$ cat src/rtl/prog_loader.sv
// Serial program loader: big-endian count + word stream into instruction memory.
// Optional checksum byte after the data when LOADER_CHECKSUM_EN is defined.
module prog_loader #(
    parameter int MAX_WORDS = 1024
) (
    input  logic        clock,
    input  logic        reset,
    input  logic        start,
    input  logic [7:0]  byte_in,
    input  logic        byte_valid,
    output logic        byte_ready,
    output logic        imem_we,
    output logic [9:0]  imem_addr,
    output logic [15:0] imem_wdata,
    output logic        cpu_hold,
    output logic        done,
    output logic        error
);
    typedef enum logic [2:0] {
        S_IDLE, S_CNT_HI, S_CNT_LO, S_DAT_HI, S_DAT_LO,
`ifdef LOADER_CHECKSUM_EN
        S_CHK,
`endif
        S_DONE, S_ERR
    } state_t;

    localparam logic [11:0] MAXW = 12'(MAX_WORDS);

    state_t      state_q, state_d;
    logic [10:0] cnt_q, cnt_d;
    logic        ovf_q, ovf_d;
    logic [10:0] idx_q, idx_d;
    logic [7:0]  hi_q, hi_d;
    logic        we_q, we_d;
    logic [9:0]  addr_q, addr_d;
    logic [15:0] wdata_q, wdata_d;
    logic        done_q, done_d;
    logic        err_q, err_d;
`ifdef LOADER_CHECKSUM_EN
    logic [7:0]  csum_q, csum_d;
`endif

    logic        accept;
    logic [10:0] n_new;
    logic [10:0] idx_inc;

    assign byte_ready = (state_q == S_CNT_HI) || (state_q == S_CNT_LO) ||
                        (state_q == S_DAT_HI) || (state_q == S_DAT_LO)
`ifdef LOADER_CHECKSUM_EN
                        || (state_q == S_CHK)
`endif
                        ;
    assign accept  = byte_valid && byte_ready;
    assign n_new   = {cnt_q[10:8], byte_in};
    assign idx_inc = idx_q + 11'd1;

    always_comb begin
        state_d = state_q;
        cnt_d   = cnt_q;
        ovf_d   = ovf_q;
        idx_d   = idx_q;
        hi_d    = hi_q;
        we_d    = 1'b0;
        addr_d  = addr_q;
        wdata_d = wdata_q;
`ifdef LOADER_CHECKSUM_EN
        csum_d  = csum_q;
`endif
        case (state_q)
            S_IDLE, S_DONE, S_ERR: begin
                if (start) begin
                    state_d = S_CNT_HI;
                    cnt_d   = '0;
                    ovf_d   = 1'b0;
                    idx_d   = '0;
`ifdef LOADER_CHECKSUM_EN
                    csum_d  = '0;
`endif
                end
            end
            S_CNT_HI: begin
                if (accept) begin
                    // Only 3 bits of the high count byte fit; anything above is out of range.
                    cnt_d   = {byte_in[2:0], 8'h00};
                    ovf_d   = |byte_in[7:3];
                    state_d = S_CNT_LO;
                end
            end
            S_CNT_LO: begin
                if (accept) begin
                    cnt_d = n_new;
                    if (ovf_q || ({1'b0, n_new} > MAXW))
                        state_d = S_ERR;
                    else if (n_new == '0)
                        state_d = S_DONE;
                    else
                        state_d = S_DAT_HI;
                end
            end
            S_DAT_HI: begin
                if (accept) begin
                    hi_d    = byte_in;
`ifdef LOADER_CHECKSUM_EN
                    csum_d  = csum_q ^ byte_in;
`endif
                    state_d = S_DAT_LO;
                end
            end
            S_DAT_LO: begin
                if (accept) begin
                    we_d    = 1'b1;
                    addr_d  = idx_q[9:0];
                    wdata_d = {hi_q, byte_in};
                    idx_d   = idx_inc;
`ifdef LOADER_CHECKSUM_EN
                    csum_d  = csum_q ^ byte_in;
                    state_d = (idx_inc < cnt_q) ? S_DAT_HI : S_CHK;
`else
                    state_d = (idx_inc < cnt_q) ? S_DAT_HI : S_DONE;
`endif
                end
            end
`ifdef LOADER_CHECKSUM_EN
            S_CHK: begin
                if (accept)
                    state_d = (byte_in == csum_q) ? S_DONE : S_ERR;
            end
`endif
            default: state_d = S_IDLE;
        endcase
    end

    assign done_d = (state_d == S_DONE);
    assign err_d  = (state_d == S_ERR);

    always_ff @(posedge clock or posedge reset) begin
        if (reset) begin
            state_q <= S_IDLE;
            cnt_q   <= '0;
            ovf_q   <= 1'b0;
            idx_q   <= '0;
            hi_q    <= '0;
            we_q    <= 1'b0;
            addr_q  <= '0;
            wdata_q <= '0;
            done_q  <= 1'b0;
            err_q   <= 1'b0;
`ifdef LOADER_CHECKSUM_EN
            csum_q  <= '0;
`endif
        end else begin
            state_q <= state_d;
            cnt_q   <= cnt_d;
            ovf_q   <= ovf_d;
            idx_q   <= idx_d;
            hi_q    <= hi_d;
            we_q    <= we_d;
            addr_q  <= addr_d;
            wdata_q <= wdata_d;
            done_q  <= done_d;
            err_q   <= err_d;
`ifdef LOADER_CHECKSUM_EN
            csum_q  <= csum_d;
`endif
        end
    end

    assign imem_we    = we_q;
    assign imem_addr  = addr_q;
    assign imem_wdata = wdata_q;
    assign cpu_hold   = (state_q != S_DONE);
    assign done       = done_q;
    assign error      = err_q;
endmodule
$ cat config.mk
export PLATFORM = sky130hd
export DESIGN_NAME = prog_loader
export DESIGN_NICKNAME = d
export VERILOG_FILES = /design/src/rtl/prog_loader.sv
export SDC_FILE = /design/constraint.sdc
export NUM_CORES = 1
export LEC_CHECK = 0
export BUFFER_PORTS_ARGS = -buffer_cell sky130_fd_sc_hd__buf_2
export CELL_PAD_IN_SITES_DETAIL_PLACEMENT = 1
export CELL_PAD_IN_SITES_GLOBAL_PLACEMENT = 2
export CORE_MARGIN = 3
export CORE_UTILIZATION = 33
export CTS_BUF_LIST = sky130_fd_sc_hd__clkbuf_2
export DETAILED_ROUTE_END_ITERATION = 8
export HOLD_SLACK_MARGIN = 0.02
export PLACE_DENSITY_LB_ADDON = 0.1
export SLEW_MARGIN = 20
export SYNTH_ARGS = -nofsm -noshare
export SYNTH_HDL_FRONTEND = slang
export SYNTH_SLANG_ARGS = --single-unit
$ cat constraint.sdc
create_clock -name clock -period 3 [get_ports clock]
set_input_delay 0.6 -clock clock [delete_from_list [all_inputs] [get_ports clock]]
set_output_delay 0.6 -clock clock [all_outputs]
set_load 0.02 [all_outputs]
==> results summary <==
The post-synthesis adder-cell area fraction came out at 4.505%. After Yosys synthesis, XOR and XNOR cells account for 3.440% of the synthesized area. In this run the power density over the cells is 854.7 nW/um^2. The kind of end point of the critical path is a register.

The final core area utilization came out at 41.15%. The average size of a mapped cell came out at 9.287 sq um. The type of element launching the critical path is a register. The average routed wire per standard cell is 16.14 microns. The clock period minus final worst setup slack is 2866 ps. On the worst path, the slowest cell contributes a delay of 410 ps. The average via count per standard cell is 5.008. The full die area came out at 10,450 sq um. In this run, post-CTS hold repair placed 0 buffers. The initial core utilization is 34.53%. In the synthesized netlist, the cells that appear most often are nand2_1 (105), dfrtp_1 (63), o21ai_0 (19), nor2_1 (16), inv_1 (14). The clock-pin slew on the worst setup and hold paths is 220 ps. Of the cells placed in the final design, the portion with a size suffix greater than 1 is 25.77%. After synthesis, the largest area contributor takes up 51.60% of total cell area. The final hold violation count came to 0. The number of maximum-capacitance constraint violations is 0. From synthesis to final layout, the design area changed by 19.16%. The count of flip-flops with a built-in enable after synthesis came out at 0.

The port buffer count came out at 42. The synthesized netlist devotes 11.75% of its cell area to compound gates. The number of setup buffers added after CTS came out at 0. The final cell count without fillers came out at 496. Of the synthesized area, sequential elements account for 51.60%. The max-slew violation count is 0.

The standard-cell row count is 34. The flow ran to the end, and the final reports show no timing, DRC or antenna violations. The synthesized netlist devotes 21.46% of its cell area to simple gates.

Setup violations remaining at the end of the flow were counted as 0. The critical path goes through ha_2, and3_4, and3_4, and3_4, nand3_2, xnor2_2, ha_1, nand4_1, nor2_1, a211o_1, a211oi_2, o221ai_4, and3b_1. The clock net in this run drives a total of 63 sinks. Among all flip-flop cells after synthesis, the most frequent one is dfrtp_1.

The worst slew margin relative to its limit is 55.17%. The path class of the lowest-slack min-delay path is in -> async. The first-pass GRT wire length is 13,170 microns. After synthesis, the largest family of logic cells by area is simple AND/OR/NAND/NOR gates. The maximum clock rate is 348.9 MHz. The warning count from the yosys run is 0. The final weighted congestion of routability-driven global placement came out at 0.8174. The actual transition at the worst max-transition pin is 671.5 ps. The sum of overflow across all layers after global routing is 0.

The overall global routing resource usage came out at 16.58%. The number of antenna diodes came out at 0. From left edge to right edge, the die measures 102.2 microns. The CTS tree is yes. The number of top-level pins is 43.

The number of antenna violations at the first check in global routing is 0. The placed instance count is 480. Synthesis instantiated 39 different standard cells from the library. After detailed routing, the number of remaining DRC violations is 0. The number of detailed-route iterations in the first pass came out at 4. The most numerous cell type found on the critical path is and3_4.

The iteration-0 DRC count of the detailed router is 89. The aggregate routed wire length came out at 8003 microns. The multiplexer share of the synthesized area came out at 3.645%.

The register bit total from synthesis is 63. Yosys instantiated no cell more often than nand2_1. Gates resized during post-CTS repair numbered 0.

The maximum buffer depth of the clock tree came out at 2. The slowest stage of the critical path is the dfrtp_1 cell. Along the worst path, the maximum fanout reaches 4. The HPWL after detailed placement came out at 5544 microns. The proportion of register bits with asynchronous set or reset after synthesis came out at 100.0%. At the worst endpoint, the required time is 3440 ps.

The post-route standard cell area excluding fillers is 3641 sq um. The maximum vdd ir drop came out at 0.4208 mV. The post-synthesis instance area came out at 3055 sq um. The signal arrival time at the worst endpoint came out at 3300 ps. Summing all placed instances gives a cell area of 3477 sq um. The largest clock skew in the final design came out at 20.37 ps. The remaining antenna violation count is 0. Buffers inserted during clock tree synthesis total 9.

Across all layers, the routed design uses 2,484 vias. The analysis attributes to cell leakage a power of 0.001899 uW. The final clock period utilization by the worst path came out at 95.54%. The H-tree depth came out at 3. In this run the clock root is driven by a clkbuf_2. Counting cells, the worst reg-to-reg path comes to 13.

The clock insertion delay at the later pin of the skew report is 530 ps. The via count of the first global-routing pass is 2,496. The cell type contributing the most total cell area after synthesis is dfrtp_1. The number of nets in the layout is 406. The synthesized net count is 352. The pin count of the biggest net entering global routing came out at 64. After synthesis, the cell types taking the most area are dfrtp_1 (52%), nand2_1 (13%), ha_1 (4.5%).

The number of cells produced by synthesis came out at 329. The core region is 8848 sq um. The die outline height came out at 102.2 microns. The start-to-end type of the worst setup path is reg -> reg.
[kinds of logic after synthesis]
family          Yosys count
compound gates           53
xor+xnor                 12
fa+ha+maj                11
buf+inv                  29
flops                    63
mux                      10
simple gates            151
[per-layer routing]
metal	up-vias	GRT usage [%]	share of wire [%]
li1	1207	-	-
met1	1222	22.55	48
met2	47	26.34	47
met3	8	3.618	3.6
met4	0	5.449	1.3
met5	-	0	0
[power by group]
group | total, uW | leakage (uW) | switching [uW] | internal [uW]
sequential | 1220 | 0.000837 | 133 | 1090
combinational | 1330 | 0.000993 | 836 | 498
clock | 553 | 0.0000683 | 360 | 193
total | 3110 | 0.00190 | 1330 | 1780
[placed cells by master, fill, tap and decap left out, drive strengths merged, types with 2 or more instances in the layout]
master / netlist / routed
nand2: 105 / 105
dfrtp: 63 / 63
buf: 1 / 57
o21ai: 19 / 19
nor2: 16 / 16
inv: 14 / 16
nand3: 12 / 12
ha: 11 / 11
mux2: 9 / 9
clkbuf: 13 / 9
o31ai: 7 / 7
xor2: 7 / 7
a21oi: 7 / 7
a22o: 5 / 5
and3: 5 / 5
xnor2: 5 / 5
a211oi: 4 / 4
clkinv: 1 / 3
nor2b: 2 / 2
nand2b: 2 / 2
o211ai: 2 / 2
a211o: 2 / 2
and2: 2 / 2
clkinvlp: 0 / 2
or4: 2 / 2
[sequential cells by signal, summed over array words and instances (netlist names)]
register and cells:
ovf_q 1, cnt_q 11, imem_wdata 16, error 1, done 1, idx_q 11, hi_q 8, imem_addr 10
imem_we 1, state_q 3
[critical path, delay by kind of cell (launching register included)]
kind	cells	cell delay (ps)
simple gates	7	1040
compound gates	3	680
fa+ha+maj	2	500
flops	1	410
xor+xnor	1	160
[layout make-up]
| type | count | area, sq um |
|---|---|---|
| Timing Repair Buffer | 57 | 335.3 |
| Multi-Input combinational cell | 237 | 1420 |
| Clock inverter | 7 | 72.57 |
| Clock buffer | 9 | 45.04 |
| Sequential cell | 63 | 1577 |
| Fill cell | 1055 | 5207 |
| Inverter | 15 | 56.30 |
| Tap cell | 108 | 135.1 |
[path summary, 6_finish.rpt]
kind	end	slack, ps	from
worst min-delay path	imem_wdata[9]	90	reset
worst min register to register	imem_wdata[13]	480	hi_q[5]
max in group asynchronous	imem_wdata[15]	2600	reset
min in group clock	imem_wdata[7]	330	byte_in[7]
worst max-delay path	error	130	idx_q[1]
worst max register to register	error	130	idx_q[1]
[through the flow]
stage / setup WS, ps / total power (uW) / hold WS, ps / setup TNS (ps)
2_1_floorplan: 67.07 / 2136 / 433.1 / 0
3_3_place_gp: 118.5 / 2567 / 446.5 / 0
3_5_place_dp: 29.71 / 2597 / 452.1 / 0
4_1_cts: 15.05 / 3156 / 74.34 / 0
5_1_grt: -1.999 / 3372 / 55.87 / -1.999
6_report: 133.7 / 3112 / 92.93 / 0
No activity file was read; power rests on OpenSTA's default activity.
